**config.mk**
```make
export PLATFORM = sky130hd
export DESIGN_NAME = alu_tr_scheduler_flat
export DESIGN_NICKNAME = d
export VERILOG_FILES = /design/src/rtl/alu_tr_pkg.sv /design/src/rtl/alu_tr_scheduler_if.sv /design/src/rtl/alu_tr_scheduler_rr_arbiter.sv /design/src/rtl/alu_tr_scheduler.sv /design/src/flat_wrapper.sv
export SDC_FILE = /design/constraint.sdc
export NUM_CORES = 1
export LEC_CHECK = 0
export BUFFER_PORTS_ARGS = -buffer_cell sky130_fd_sc_hd__buf_2
export CELL_PAD_IN_SITES_DETAIL_PLACEMENT = 1
export CELL_PAD_IN_SITES_GLOBAL_PLACEMENT = 1
export CORE_MARGIN = 4
export CORE_UTILIZATION = 30
export CTS_CLUSTER_DIAMETER = 50
export DETAILED_ROUTE_END_ITERATION = 8
export PLACE_DENSITY = 0.69
export RECOVER_POWER = 100
export SYNTH_ARGS = -nofsm -noshare
export SYNTH_HDL_FRONTEND = slang
export SYNTH_SLANG_ARGS = --single-unit
```
**constraint.sdc**
```tcl
create_clock -name clk -period 2.7 [get_ports clk]
set_input_delay 0.54 -clock clk [delete_from_list [all_inputs] [get_ports clk]]
set_output_delay 0.54 -clock clk [all_outputs]
set_load 0.02 [all_outputs]
```
**src/rtl/alu_tr_pkg.sv**
```systemverilog
// Shared types and constants for the time-redundant ALU scheduler.
package alu_tr_pkg;

   localparam int WIDTH_DEF = 32;

   localparam logic [2:0] ALU_AND = 3'b000;
   localparam logic [2:0] ALU_OR  = 3'b001;
   localparam logic [2:0] ALU_ADD = 3'b010;
   localparam logic [2:0] ALU_SUB = 3'b110;
   localparam logic [2:0] ALU_SLT = 3'b111;

   typedef enum logic [2:0] {
      ST_IDLE,
      ST_RUN1,
      ST_RUN2,
      ST_RUN3,
      ST_RESP
   } tr_state_t;

   function automatic int id_width(input int n);
      return (n > 1) ? $clog2(n) : 1;
   endfunction

endpackage

```
**src/rtl/alu_tr_scheduler_if.sv**
```systemverilog
// Request, ALU and response signals of the scheduler; slave is the scheduler side.
interface alu_tr_scheduler_if import alu_tr_pkg::*; #(
   parameter  int NREQ  = 2,
   parameter  int WIDTH = WIDTH_DEF,
   localparam int IDW   = id_width(NREQ)
);
   logic [NREQ-1:0]       req_valid;
   logic [NREQ-1:0]       req_ready;
   logic [NREQ*WIDTH-1:0] req_a;
   logic [NREQ*WIDTH-1:0] req_b;
   logic [NREQ*3-1:0]     req_op;
   logic [WIDTH-1:0]      alu_a;
   logic [WIDTH-1:0]      alu_b;
   logic [2:0]            alu_ctrl;
   logic [WIDTH-1:0]      alu_result;
   logic                  rsp_valid;
   logic                  rsp_ready;
   logic [IDW-1:0]        rsp_id;
   logic [WIDTH-1:0]      rsp_result;
   logic                  rsp_fault;
   logic                  rsp_uncorr;

   modport master (
      output req_valid, req_a, req_b, req_op, alu_result, rsp_ready,
      input  req_ready, alu_a, alu_b, alu_ctrl, rsp_valid, rsp_id, rsp_result,
             rsp_fault, rsp_uncorr
   );

   modport slave (
      input  req_valid, req_a, req_b, req_op, alu_result, rsp_ready,
      output req_ready, alu_a, alu_b, alu_ctrl, rsp_valid, rsp_id, rsp_result,
             rsp_fault, rsp_uncorr
   );
endinterface

```
**src/rtl/alu_tr_scheduler_rr_arbiter.sv**
```systemverilog
// Round-robin arbiter; the search starts just after the last accepted requester.
module rr_arbiter import alu_tr_pkg::*; #(
   parameter  int NREQ = 2,
   localparam int IDW  = id_width(NREQ)
) (
   input  logic            clk,
   input  logic            rst,
   input  logic [NREQ-1:0] req,
   input  logic            advance,
   output logic [NREQ-1:0] grant,
   output logic [IDW-1:0]  grant_idx
);
   logic [IDW-1:0] last_grant;
   int             idx;

   // Scan from farthest to nearest so the requester closest after last_grant is written last.
   always_comb begin
      grant     = '0;
      grant_idx = '0;
      idx       = 0;
      for (int k = NREQ; k >= 1; k--) begin
         idx = int'(last_grant) + k;
         if (idx >= NREQ) idx = idx - NREQ;
         if ((req & (NREQ'(1) << idx)) != '0) begin
            grant     = NREQ'(1) << idx;
            grant_idx = IDW'(idx);
         end
      end
   end

   always_ff @(posedge clk) begin
      if (rst)          last_grant <= IDW'(NREQ - 1);
      else if (advance) last_grant <= grant_idx;
   end

endmodule

```
**src/rtl/alu_tr_scheduler.sv**
```systemverilog
// Shares one ALU between requesters; each op runs twice, a third time on mismatch, then 2-of-3 vote.
//   state   | meaning
//   IDLE    | arbitrate and accept one request
//   RUN1    | first execution, capture r1
//   RUN2    | second execution, compare with r1
//   RUN3    | tie-break execution and vote
//   RESP    | hold response until rsp_ready
module alu_tr_scheduler import alu_tr_pkg::*; #(
   parameter  int NREQ  = 2,
   parameter  int WIDTH = WIDTH_DEF,
   parameter  int CNTW  = 16,
   localparam int IDW   = id_width(NREQ)
) (
   input  logic              clk,
   input  logic              rst,
   alu_tr_scheduler_if.slave bus,
   output logic [CNTW-1:0]   fault_cnt,
   output logic              busy
);
   tr_state_t        state_q, state_d;
   logic [WIDTH-1:0] a_q, b_q, r1_q, r2_q, res_q;
   logic [2:0]       op_q;
   logic [IDW-1:0]   id_q;
   logic             fault_q, uncorr_q;
   logic [NREQ-1:0]  grant;
   logic [IDW-1:0]   grant_idx;
   logic             accept;
   logic [WIDTH-1:0] sel_a, sel_b;
   logic [2:0]       sel_op;

   rr_arbiter #(.NREQ(NREQ)) u_arb (
      .clk       (clk),
      .rst       (rst),
      .req       (bus.req_valid),
      .advance   (accept),
      .grant     (grant),
      .grant_idx (grant_idx)
   );

   always_comb begin
      sel_a  = '0;
      sel_b  = '0;
      sel_op = '0;
      for (int i = 0; i < NREQ; i++) begin
         if (grant[i]) begin
            sel_a  = bus.req_a[i*WIDTH +: WIDTH];
            sel_b  = bus.req_b[i*WIDTH +: WIDTH];
            sel_op = bus.req_op[i*3 +: 3];
         end
      end
   end

   always_ff @(posedge clk) begin
      if (rst) state_q <= ST_IDLE;
      else     state_q <= state_d;
   end

   // req_ready is masked during reset so a reset cycle never looks like an accept.
   always_comb begin
      state_d       = state_q;
      bus.req_ready = '0;
      accept        = 1'b0;
      case (state_q)
         ST_IDLE: begin
            if (!rst && (bus.req_valid != '0)) begin
               bus.req_ready = grant;
               accept        = 1'b1;
               state_d       = ST_RUN1;
            end
         end
         ST_RUN1: state_d = ST_RUN2;
         ST_RUN2: state_d = (bus.alu_result == r1_q) ? ST_RESP : ST_RUN3;
         ST_RUN3: state_d = ST_RESP;
         ST_RESP: if (bus.rsp_ready) state_d = ST_IDLE;
         default: state_d = ST_IDLE;
      endcase
   end

   always_ff @(posedge clk) begin
      if (rst) begin
         a_q       <= '0;
         b_q       <= '0;
         op_q      <= '0;
         id_q      <= '0;
         r1_q      <= '0;
         r2_q      <= '0;
         res_q     <= '0;
         fault_q   <= 1'b0;
         uncorr_q  <= 1'b0;
         fault_cnt <= '0;
      end else begin
         case (state_q)
            ST_IDLE: begin
               if (accept) begin
                  a_q      <= sel_a;
                  b_q      <= sel_b;
                  op_q     <= sel_op;
                  id_q     <= grant_idx;
                  fault_q  <= 1'b0;
                  uncorr_q <= 1'b0;
               end
            end
            ST_RUN1: r1_q <= bus.alu_result;
            ST_RUN2: begin
               r2_q <= bus.alu_result;
               if (bus.alu_result == r1_q) begin
                  res_q <= r1_q;
               end else begin
                  fault_q <= 1'b1;
                  if (fault_cnt != '1) fault_cnt <= fault_cnt + 1'b1;
               end
            end
            ST_RUN3: begin
               if (bus.alu_result == r1_q) begin
                  res_q <= r1_q;
               end else if (bus.alu_result == r2_q) begin
                  res_q <= r2_q;
               end else begin
                  res_q    <= bus.alu_result;
                  uncorr_q <= 1'b1;
               end
            end
            default: ;
         endcase
      end
   end

   assign bus.alu_a      = a_q;
   assign bus.alu_b      = b_q;
   assign bus.alu_ctrl   = op_q;
   assign bus.rsp_valid  = (state_q == ST_RESP);
   assign bus.rsp_id     = id_q;
   assign bus.rsp_result = res_q;
   assign bus.rsp_fault  = fault_q;
   assign bus.rsp_uncorr = uncorr_q;
   assign busy           = (state_q != ST_IDLE);

endmodule

```
**src/flat_wrapper.sv**
```systemverilog
// flat-port wrapper written by rule: the top's interface ports become plain ports
module alu_tr_scheduler_flat import alu_tr_pkg::*;
#(
   parameter  int NREQ  = 2,
   parameter  int WIDTH = WIDTH_DEF,
   parameter  int CNTW  = 16,
   localparam int IDW   = id_width(NREQ)
)
  (clk, rst, fault_cnt, busy, bus_req_valid, bus_req_a, bus_req_b, bus_req_op, bus_alu_result, bus_rsp_ready, bus_req_ready, bus_alu_a, bus_alu_b, bus_alu_ctrl, bus_rsp_valid, bus_rsp_id, bus_rsp_result, bus_rsp_fault, bus_rsp_uncorr);
  alu_tr_scheduler_if #(.NREQ(NREQ), .WIDTH(WIDTH)) bus_i ();
  input  logic clk;
  input  logic rst;
  output logic [CNTW-1:0] fault_cnt;
  output logic busy;
  input wire logic [$bits(bus_i.req_valid)-1:0] bus_req_valid;
  input wire logic [$bits(bus_i.req_a)-1:0] bus_req_a;
  input wire logic [$bits(bus_i.req_b)-1:0] bus_req_b;
  input wire logic [$bits(bus_i.req_op)-1:0] bus_req_op;
  input wire logic [$bits(bus_i.alu_result)-1:0] bus_alu_result;
  input wire logic [$bits(bus_i.rsp_ready)-1:0] bus_rsp_ready;
  output wire logic [$bits(bus_i.req_ready)-1:0] bus_req_ready;
  output wire logic [$bits(bus_i.alu_a)-1:0] bus_alu_a;
  output wire logic [$bits(bus_i.alu_b)-1:0] bus_alu_b;
  output wire logic [$bits(bus_i.alu_ctrl)-1:0] bus_alu_ctrl;
  output wire logic [$bits(bus_i.rsp_valid)-1:0] bus_rsp_valid;
  output wire logic [$bits(bus_i.rsp_id)-1:0] bus_rsp_id;
  output wire logic [$bits(bus_i.rsp_result)-1:0] bus_rsp_result;
  output wire logic [$bits(bus_i.rsp_fault)-1:0] bus_rsp_fault;
  output wire logic [$bits(bus_i.rsp_uncorr)-1:0] bus_rsp_uncorr;
  assign bus_i.req_valid = bus_req_valid;
  assign bus_i.req_a = bus_req_a;
  assign bus_i.req_b = bus_req_b;
  assign bus_i.req_op = bus_req_op;
  assign bus_i.alu_result = bus_alu_result;
  assign bus_i.rsp_ready = bus_rsp_ready;
  assign bus_req_ready = bus_i.req_ready;
  assign bus_alu_a = bus_i.alu_a;
  assign bus_alu_b = bus_i.alu_b;
  assign bus_alu_ctrl = bus_i.alu_ctrl;
  assign bus_rsp_valid = bus_i.rsp_valid;
  assign bus_rsp_id = bus_i.rsp_id;
  assign bus_rsp_result = bus_i.rsp_result;
  assign bus_rsp_fault = bus_i.rsp_fault;
  assign bus_rsp_uncorr = bus_i.rsp_uncorr;
  alu_tr_scheduler #(.NREQ(NREQ), .WIDTH(WIDTH), .CNTW(CNTW)) u_core (.clk(clk), .rst(rst), .bus(bus_i), .fault_cnt(fault_cnt), .busy(busy));
endmodule
```
==> flow_summary.ini, run 1 <==
[worst_setup_path]
worstPathMaxFanout = 11
crit_chain = nor2_1 -> o211ai_1 -> nor2_4 -> buf_2
cp_slowest_stage_delay_ns = 0.44
reg2reg_from = u_core.fault_cnt[0]
critPathLaunchType = flop
critPathLaunch = u_core.state_q[0]
cp_num_cells = 4
critPathCapture = bus_req_ready[0]
required_ns = 2.16
worstSetupPathType = reg2out
end_kind = output port
critPathArrivalTime_ns = 1.96
ff2ff_path_depth = 7
path_buf_inv = 1
r2r-end = u_core.fault_cnt[11]
slowest_stage = dfxtp_1
rrSetupSlack_ns = 0.20
critical_path.top_delay_family = simple AND/OR/NAND/NOR gates

[synth]
ys.flop_type = dfxtp_1
syn_avg_cell_area_um2 = 8.39
yosysUniqueCellTypes = 50
syn_inst = 960
yosys_warnings = 0
synth_area_um2 = 8050
yosysSeqAreaShare = 0.462
ys_ff_latch = 186
async_flop_share = 0
synth-edff-count = 0
syn_nets = 1132

[routing]
drt_iter0_markers = 539
ant_nets = 0
vias = 8166
drt-total-wl_um = 31400
routedWlPerCell_um = 19.5
drt-vias-per-instance = 5.08
drc_errors = 0
dr.pass1.iters = 5

[global_routing]
grt_pass1_vias = 8619
track_usage = 0.209
grtUsageMet3 = 0.0644
grt_antenna_before_repair = 3
use_met2 = 0.370
busiest_layer = met2
grtUsageMet1 = 0.248
gr-total-overflow = 0
grt_max_degree = 162
grt_pass1_wl_um = 48400

[clock_tree]
post_cts_buffers = 0
cts_tree = built
cts_root_buf = clkbuf_16
clk_latency_ns = 0.43
cts_hold_buf = 0
post_cts_resized = 0
cts_htree_levels = 4
clk_path_buf_depth = 2
clk_pin_slew_ns = 0.08
cts_inserted_buffers = 17
cts.sinks = 186

[sta]
setup_viol_count_final = 0
max_freq_mhz = 400
slew_headroom = 0.0643
maxSlewViolCount = 0
min_period_ns = 2.50
hold_viol_final = 0
worst_pin_slew_ns = 1.40
fin_crit_sh = 0.927
fin_setup_tns_ns = 0
rsz0062_at_grt = no
skew_ns = 0.0183

[place]
dpl-instance-area_um2 = 10100
place_congestion = 0.793
hpwl_um = 22600
io_buffers = 292
placed_cells = 1572

[floorplan]
die_x_um = 172
rows = 59
initial_core_util = 0.307
num_io_pins = 293
die_area_um2 = 29500
coreArea_um2 = 26200
fp.dieH_um = 172

[job]
drv_cap = 0

[power_and_ir_drop]
p_sw_frac = 0.291
power_frac_comb = 0.164
powerDensity_nw_per_um2 = 654
p_int_mw = 4.89
ir_worst_vdd_mv = 0.420
clkPwrFrac = 0.393
switchingPower_mw = 2.01
p_leak_nw = 4.04
seqPwrFrac = 0.442

[layout]
syn_to_final_growth_pct = 31.1
design_area_um2 = 10600
final_nets = 1428
fin_util = 0.403
drive_gt1_frac = 0.220
final_cell_mix = nand2_1 (211), dfxtp_1 (186), buf_2 (172)
final_common_cell = nand2_1
final_cells = 1606

[hold_path]
hp-class = in2reg

[outcome]
status = complete, no violations
power by group through the flow:
stage	registers, mW	clock network, mW	logic [mW]
3_3_place_gp	3.11	0	1.17
3_5_place_dp	3.11	0	1.19
4_1_cts	3.05	2.79	1.20
6_report	3.05	2.72	1.13
2_1_floorplan	3.23	0	0.498
5_1_grt	3.08	2.89	1.25
sequential cells by signal, summed over array words and instances, names as in the netlist:
signal	flops
u_core.bus.rsp_fault	1
u_core.u_arb.last_grant	1
u_core.state_q	3
u_core.bus.rsp_uncorr	1
u_core.bus.rsp_id	1
u_core.r1_q	32
u_core.bus.alu_b	32
u_core.bus.alu_ctrl	3
u_core.bus.rsp_result	32
u_core.bus.alu_a	32
u_core.r2_q	32
u_core.fault_cnt	16
worst min-delay path by stage:
stage,to,cells after the start,slack (ns),startpoint
floorplan,u_core.u_arb.last_grant,2,0.44,u_core.u_arb.last_grant
global placement,u_core.bus.rsp_id,1,0.43,u_core.bus.rsp_id
detailed placement,u_core.bus.rsp_id,1,0.44,u_core.bus.rsp_id
CTS,u_core.bus.alu_a[26],3,0.27,bus_req_a[58]
global route,u_core.bus.alu_a[19],3,0.28,bus_req_a[51]
finish,u_core.bus.alu_a[28],3,0.29,bus_req_a[60]
stage by stage:
stage / power [mW] / hold slack (ns) / setup WS (ns)
finish: 6.90 / 0.286 / 0.198
global placement: 4.28 / 0.431 / 0.0713
global route: 7.22 / 0.278 / 0.00666
floorplan: 3.73 / 0.436 / 0.295
detailed placement: 4.30 / 0.444 / 0.0673
CTS: 7.04 / 0.270 / 0.158
kinds of logic after synthesis:
logic type,share of synthesized area
buf+inv,0.0552
fa+ha+maj,0.00155
simple gates,0.220
mux,0.0152
flops,0.462
xor+xnor,0.0696
compound gates,0.176
layout make-up:
type / instances / area [µm²]
flip-flops and latches: 186 / 3720
clock buffers: 18 / 429
multi-input cells: 662 / 3890
repair buffers: 351 / 1760
well taps: 335 / 419
clock inverters: 12 / 188
fillers: 3269 / 15700
inverters: 38 / 143
diodes: 4 / 10.0
worst reg2reg max path, cell delays in order, from the launching register on:
cell and delay (ns):
dfxtp_1 0.35, ha_1 0.24, and3_1 0.21, and3_1 0.21
and4_1 0.27, nor2_1 0.46, and4_1 0.32, mux2_2 0.33
layer usage:
metal / routed length, µm / vias up
li1: - / 3956
met1: 12700 / 3957
met2: 16000 / 227
met3: 2120 / 26
met4: 521 / 0
met5: 0 / -
cell usage after synthesis, drive strengths merged (14+ instances only):
library cell,number,share of area
inv,38,0.018
a222oi,25,0.031
a21oi,67,0.042
nor3,69,0.044
buf,14,0.0095
a2111oi,32,0.042
a22oi,42,0.039
nand2,211,0.098
xnor2,56,0.061
clkbuf,60,0.028
nor2,48,0.023
nand4,17,0.013
dfxtp,186,0.46
No activity file was read; power rests on OpenSTA's default activity.
==> run 2, diff against run 1 <==
- PLACE_DENSITY: 0.69 -> 0.72
- clock period: 2.7 -> 2.1 ns (I/O delays scaled with it)
==> run 2 against run 1 <==
The run now ends with setup timing left. Sequential power rose by 29%. Total power grew 29%. Clock skew rose by 0.0012 ns. Via count grew 5.9%. Flip-flop and latch count unchanged. Worst hold slack got worse by 0.13 ns. Largest cell class unchanged. Wire length grew 9.6%. Design area grew 12%.
==> flow_summary.ini, run 2 (synthesis gave the netlist of run 1 again) <==
[clock_tree]
cts_tree = built
cts_htree_levels = 4
clk_path_buf_depth = 2
cts_hold_buf = 0
cts_inserted_buffers = 17
cts.sinks = 186
clk_latency_ns = 0.44
clk_pin_slew_ns = 0.09
cts_root_buf = clkbuf_16

[global_routing]
grt_pass1_wl_um = 51100
track_usage = 0.223
grt_antenna_before_repair = 1
grt_pass1_vias = 9174
gr-total-overflow = 0
grt_max_degree = 161

[floorplan]
coreArea_um2 = 26200
die_x_um = 172
die_area_um2 = 29500
fp.dieH_um = 172
num_io_pins = 293
initial_core_util = 0.307
rows = 59

[routing]
drt-total-wl_um = 34400
dr.pass1.iters = 5
drc_errors = 0
ant_nets = 0
drt-vias-per-instance = 5.21
vias = 8650
drt_iter0_markers = 560
routedWlPerCell_um = 20.7

[power_and_ir_drop]
finalPower_mw = 8.90
ir_worst_vdd_mv = 0.453
p_leak_nw = 4.48
powerDensity_nw_per_um2 = 751

[worst_setup_path]
critPathArrivalTime_ns = 2.56
critPathLaunchType = flop
worstPathMaxFanout = 7
worstSetupPathType = reg2reg
required_ns = 2.43
end_kind = flop

[layout]
fin_util = 0.452
final_common_cell = nand2_1
fillers = 3187
drive_gt1_frac = 0.319
final_nets = 1483
final_cell_mix = nand2_1 (211), dfxtp_1 (176), buf_2 (169)
syn_to_final_growth_pct = 47.3

[sta]
slew_headroom = 0.349
skew_ns = 0.0195
max_freq_mhz = 447
maxSlewViolCount = 0
worst_pin_slew_ns = 0.977
min_period_ns = 2.24
fin_crit_sh = 1.06
rsz0062_at_grt = yes
hold_viol_final = 0
worst_slack_ns = -0.136
setup_viol_count_final = 50

[hold_path]
hp-class = in2reg

[job]
drv_cap = 0

[place]
io_buffers = 292
hpwl_um = 23500
place_congestion = 0.817

[outcome]
violations = setup timing
status = finished with violations
## run 2: changes by cell type in the layout (fill, tap and decap cells not counted), moves of 8 or more
cell and delta:
dfxtp_1 -10, buf_4 +43, a2111oi_4 +20, a2111oi_2 +8
nor3_2 +20, nor3_1 -22, a2111oi_1 -13, a2111oi_0 -15
## run 2: power breakdown
part	internal, mW	switching (mW)
clock	1.61	1.68
combinational	0.640	1.04
sequential	3.76	0.168
## run 2: timing repair
item | in CTS | in global routing
buffers inserted | 5 | 1
pin swaps | 19 | 8
resized for setup | 78 | 55
endpoints found under the setup margin | 47 | 78
cloned | 2 | 3
## run 2: path summary, 6_finish.rpt
path / from / to / slack (ns) / cells past startpoint
min reg2reg: u_core.bus.rsp_id / u_core.bus.rsp_id / 0.46 / 1
max reg2reg: u_core.r1_q[13] / u_core.fault_cnt[14] / -0.14 / 9
min: bus_req_a[63] / u_core.bus.alu_a[31] / 0.16 / 3
max: u_core.r1_q[13] / u_core.fault_cnt[14] / -0.14 / 9
## run 2: area by class of cell
| type | instances | area (µm²) | share of cell area |
|---|---|---|---|
| antenna | 1 | 2.50 | 0.000211 |
| sequential | 186 | 3740 | 0.316 |
| inverter | 38 | 143 | 0.0120 |
| multi-input combinational | 663 | 4630 | 0.390 |
| tap | 335 | 419 | 0.0353 |
| clock inverter | 15 | 170 | 0.0144 |
| timing repair buffer | 405 | 2330 | 0.196 |
| clock buffer | 17 | 425 | 0.0359 |
## run 2: per-stage QoR
step                hold WS (ns)   TNS, ns  instance area, µm²  setup WS (ns)  cells
floorplan                  0.436  -0.00601                8090       -0.00601    960
global placement           0.429    -16.36               10500         -0.362   1616
detailed placement         0.434    -21.83               10500         -0.540   1616
CTS                        0.141     -1.90               11700        -0.0811   1655
global route               0.144    -13.28               11900         -0.242   1660
finish                     0.159     -3.21               11900         -0.136   1660
## run 2: metal layers
layer	global-route usage	wire length, µm
met5	0	0
met4	0.0762	1110
met3	0.0710	2430
met2	0.400	17600
met1	0.250	13200
## run 2: worst max-delay path: stages (launching register included)
cell,delay [ns]
dfxtp_2,0.35
xnor2_1,0.23
nand4_1,0.19
nor4_2,0.33
and4_4,0.31
buf_8,0.15
buf_12,0.13
buf_6,0.10
nor3_4,0.03
mux2_4,0.30
==> run 3, diff against run 2 <==
- SKIP_LAST_GASP: not set -> 1
==> run 3 against run 2 <==
The run still ends with setup timing left. Critical path type unchanged. Utilization down 0.50 points. Highest routed layer unchanged. Sequential power about the same. Clock skew is 0.00066 ns higher. Critical path depth fell by 2. Wire length shrank 0.49%.
==> flow_summary.ini, run 3 (synthesis gave the netlist of run 1 again) <==
[layout]
final_common_cell = nand2_1
fillers = 3195
fin_util = 0.447
final_nets = 1482
drive_gt1_frac = 0.311
final_cell_mix = nand2_1 (211), dfxtp_1 (176), buf_2 (170)
design_area_um2 = 11700
syn_to_final_growth_pct = 45.6
final_cells = 1659

[outcome]
status = finished with violations
violations = setup timing

[routing]
drt-vias-per-instance = 5.19
drt_iter0_markers = 523
routedWlPerCell_um = 20.6
vias = 8618
dr.pass1.iters = 7
drc_errors = 0
drt-total-wl_um = 34200
ant_nets = 0

[worst_setup_path]
worstSetupPathType = reg2reg
required_ns = 2.41
slowest_stage = a2111oi_2
cp_slowest_stage_delay_ns = 0.40
end_kind = flop
crit_chain = xnor2_1 -> nand4_1 -> nor4_2 -> and4_4 -> o21ai_4 -> buf_8 -> a2111oi_2
critPathLaunchType = flop
worstPathMaxFanout = 6
critPathArrivalTime_ns = 2.59

[floorplan]
coreArea_um2 = 26200
die_area_um2 = 29500
die_x_um = 172
num_io_pins = 293
rows = 59
initial_core_util = 0.307
fp.dieH_um = 172

[sta]
worst_pin_slew_ns = 1.01
maxSlewViolCount = 0
slew_headroom = 0.328
max_freq_mhz = 438
rsz0062_at_grt = yes
worst_slack_ns = -0.183
fin_crit_sh = 1.09
skew_ns = 0.0202
setup_viol_count_final = 50
min_period_ns = 2.28
hold_viol_final = 0

[place]
dpl-instance-area_um2 = 10500
io_buffers = 292
place_congestion = 0.817
placed_cells = 1616
hpwl_um = 23500

[job]
drv_cap = 0

[global_routing]
busiest_layer = met2
grtUsageMet1 = 0.247
gr-total-overflow = 0
grt_max_degree = 161
grt_antenna_before_repair = 1
grt_pass1_wl_um = 51000
track_usage = 0.222
grtUsageMet3 = 0.0742
grt_pass1_vias = 9172
use_met2 = 0.398

[clock_tree]
cts_htree_levels = 4
cts_tree = built
cts.sinks = 186
cts_hold_buf = 0
clk_pin_slew_ns = 0.09
clk_path_buf_depth = 2
cts_inserted_buffers = 17
cts_root_buf = clkbuf_16
clk_latency_ns = 0.44

[hold_path]
hp-class = in2reg

[power_and_ir_drop]
powerDensity_nw_per_um2 = 758
p_leak_nw = 4.47
ir_worst_vdd_mv = 0.451
[run 3: layout make-up]
cell class	instances	area (µm²)	share of cell area
multi-input cells	663	4500	0.384
flip-flops and latches	186	3740	0.319
repair buffers	404	2320	0.198
clock buffers	17	425	0.0363
well taps	335	419	0.0357
clock inverters	15	170	0.0145
inverters	38	143	0.0122
diodes	1	2.50	0.000213
[run 3: report_power, final]
part	switching, mW	internal, mW	total, mW	leakage (nW)
clock network	1.69	1.61	3.30	0.293
registers	0.167	3.76	3.93	1.52
logic	1.03	0.636	1.67	2.66
total	2.89	6.01	8.89	4.47
[run 3: critical path, delay by kind of cell, from the launching register on]
| kind | cells | cell delay (ns) |
|---|---|---|
| xor gates and xnor gates | 1 | 0.23 |
| AOI/OAI and AO/OA | 2 | 0.53 |
| and+or+nand+nor | 3 | 0.85 |
| buffers and inverters | 1 | 0.19 |
| DFF | 1 | 0.35 |
[run 3: what timing repair did]
action / CTS / global route
setup buffers: 5 / 1
setup endpoints to repair: 47 / 78
gates resized for setup: 72 / 45
cloned: 2 / 3
pin swaps: 18 / 9
[run 3: path summary, 6_finish.rpt]
| check | from | slack, ns | endpoint | cells after the start |
|---|---|---|---|---|
| max | u_core.r1_q[13] | -0.18 | u_core.bus.rsp_result[5] | 7 |
| min | bus_req_a[63] | 0.16 | u_core.bus.alu_a[31] | 3 |
| max reg2reg | u_core.r1_q[13] | -0.18 | u_core.bus.rsp_result[5] | 7 |
| min reg2reg | u_core.bus.rsp_id | 0.46 | u_core.bus.rsp_id | 1 |
[run 3: stage by stage]
stage | power [mW] | worst slack [ns] | hold WS [ns] | TNS (ns)
global route | 9.29 | -0.299 | 0.144 | -14.27
global placement | 5.57 | -0.362 | 0.429 | -16.36
detailed placement | 5.61 | -0.540 | 0.434 | -21.83
floorplan | 4.80 | -0.00601 | 0.436 | -0.00601
CTS | 8.98 | -0.0811 | 0.141 | -2.01
finish | 8.89 | -0.183 | 0.159 | -4.38
[run 3: routing by layer]
metal | up-vias | share of wire | routed length [µm]
li1 | 4060 | - | -
met1 | 4220 | 0.38 | 13200
met2 | 281 | 0.51 | 17500
met3 | 57 | 0.074 | 2540
met4 | 0 | 0.029 | 991
met5 | - | 0 | 0
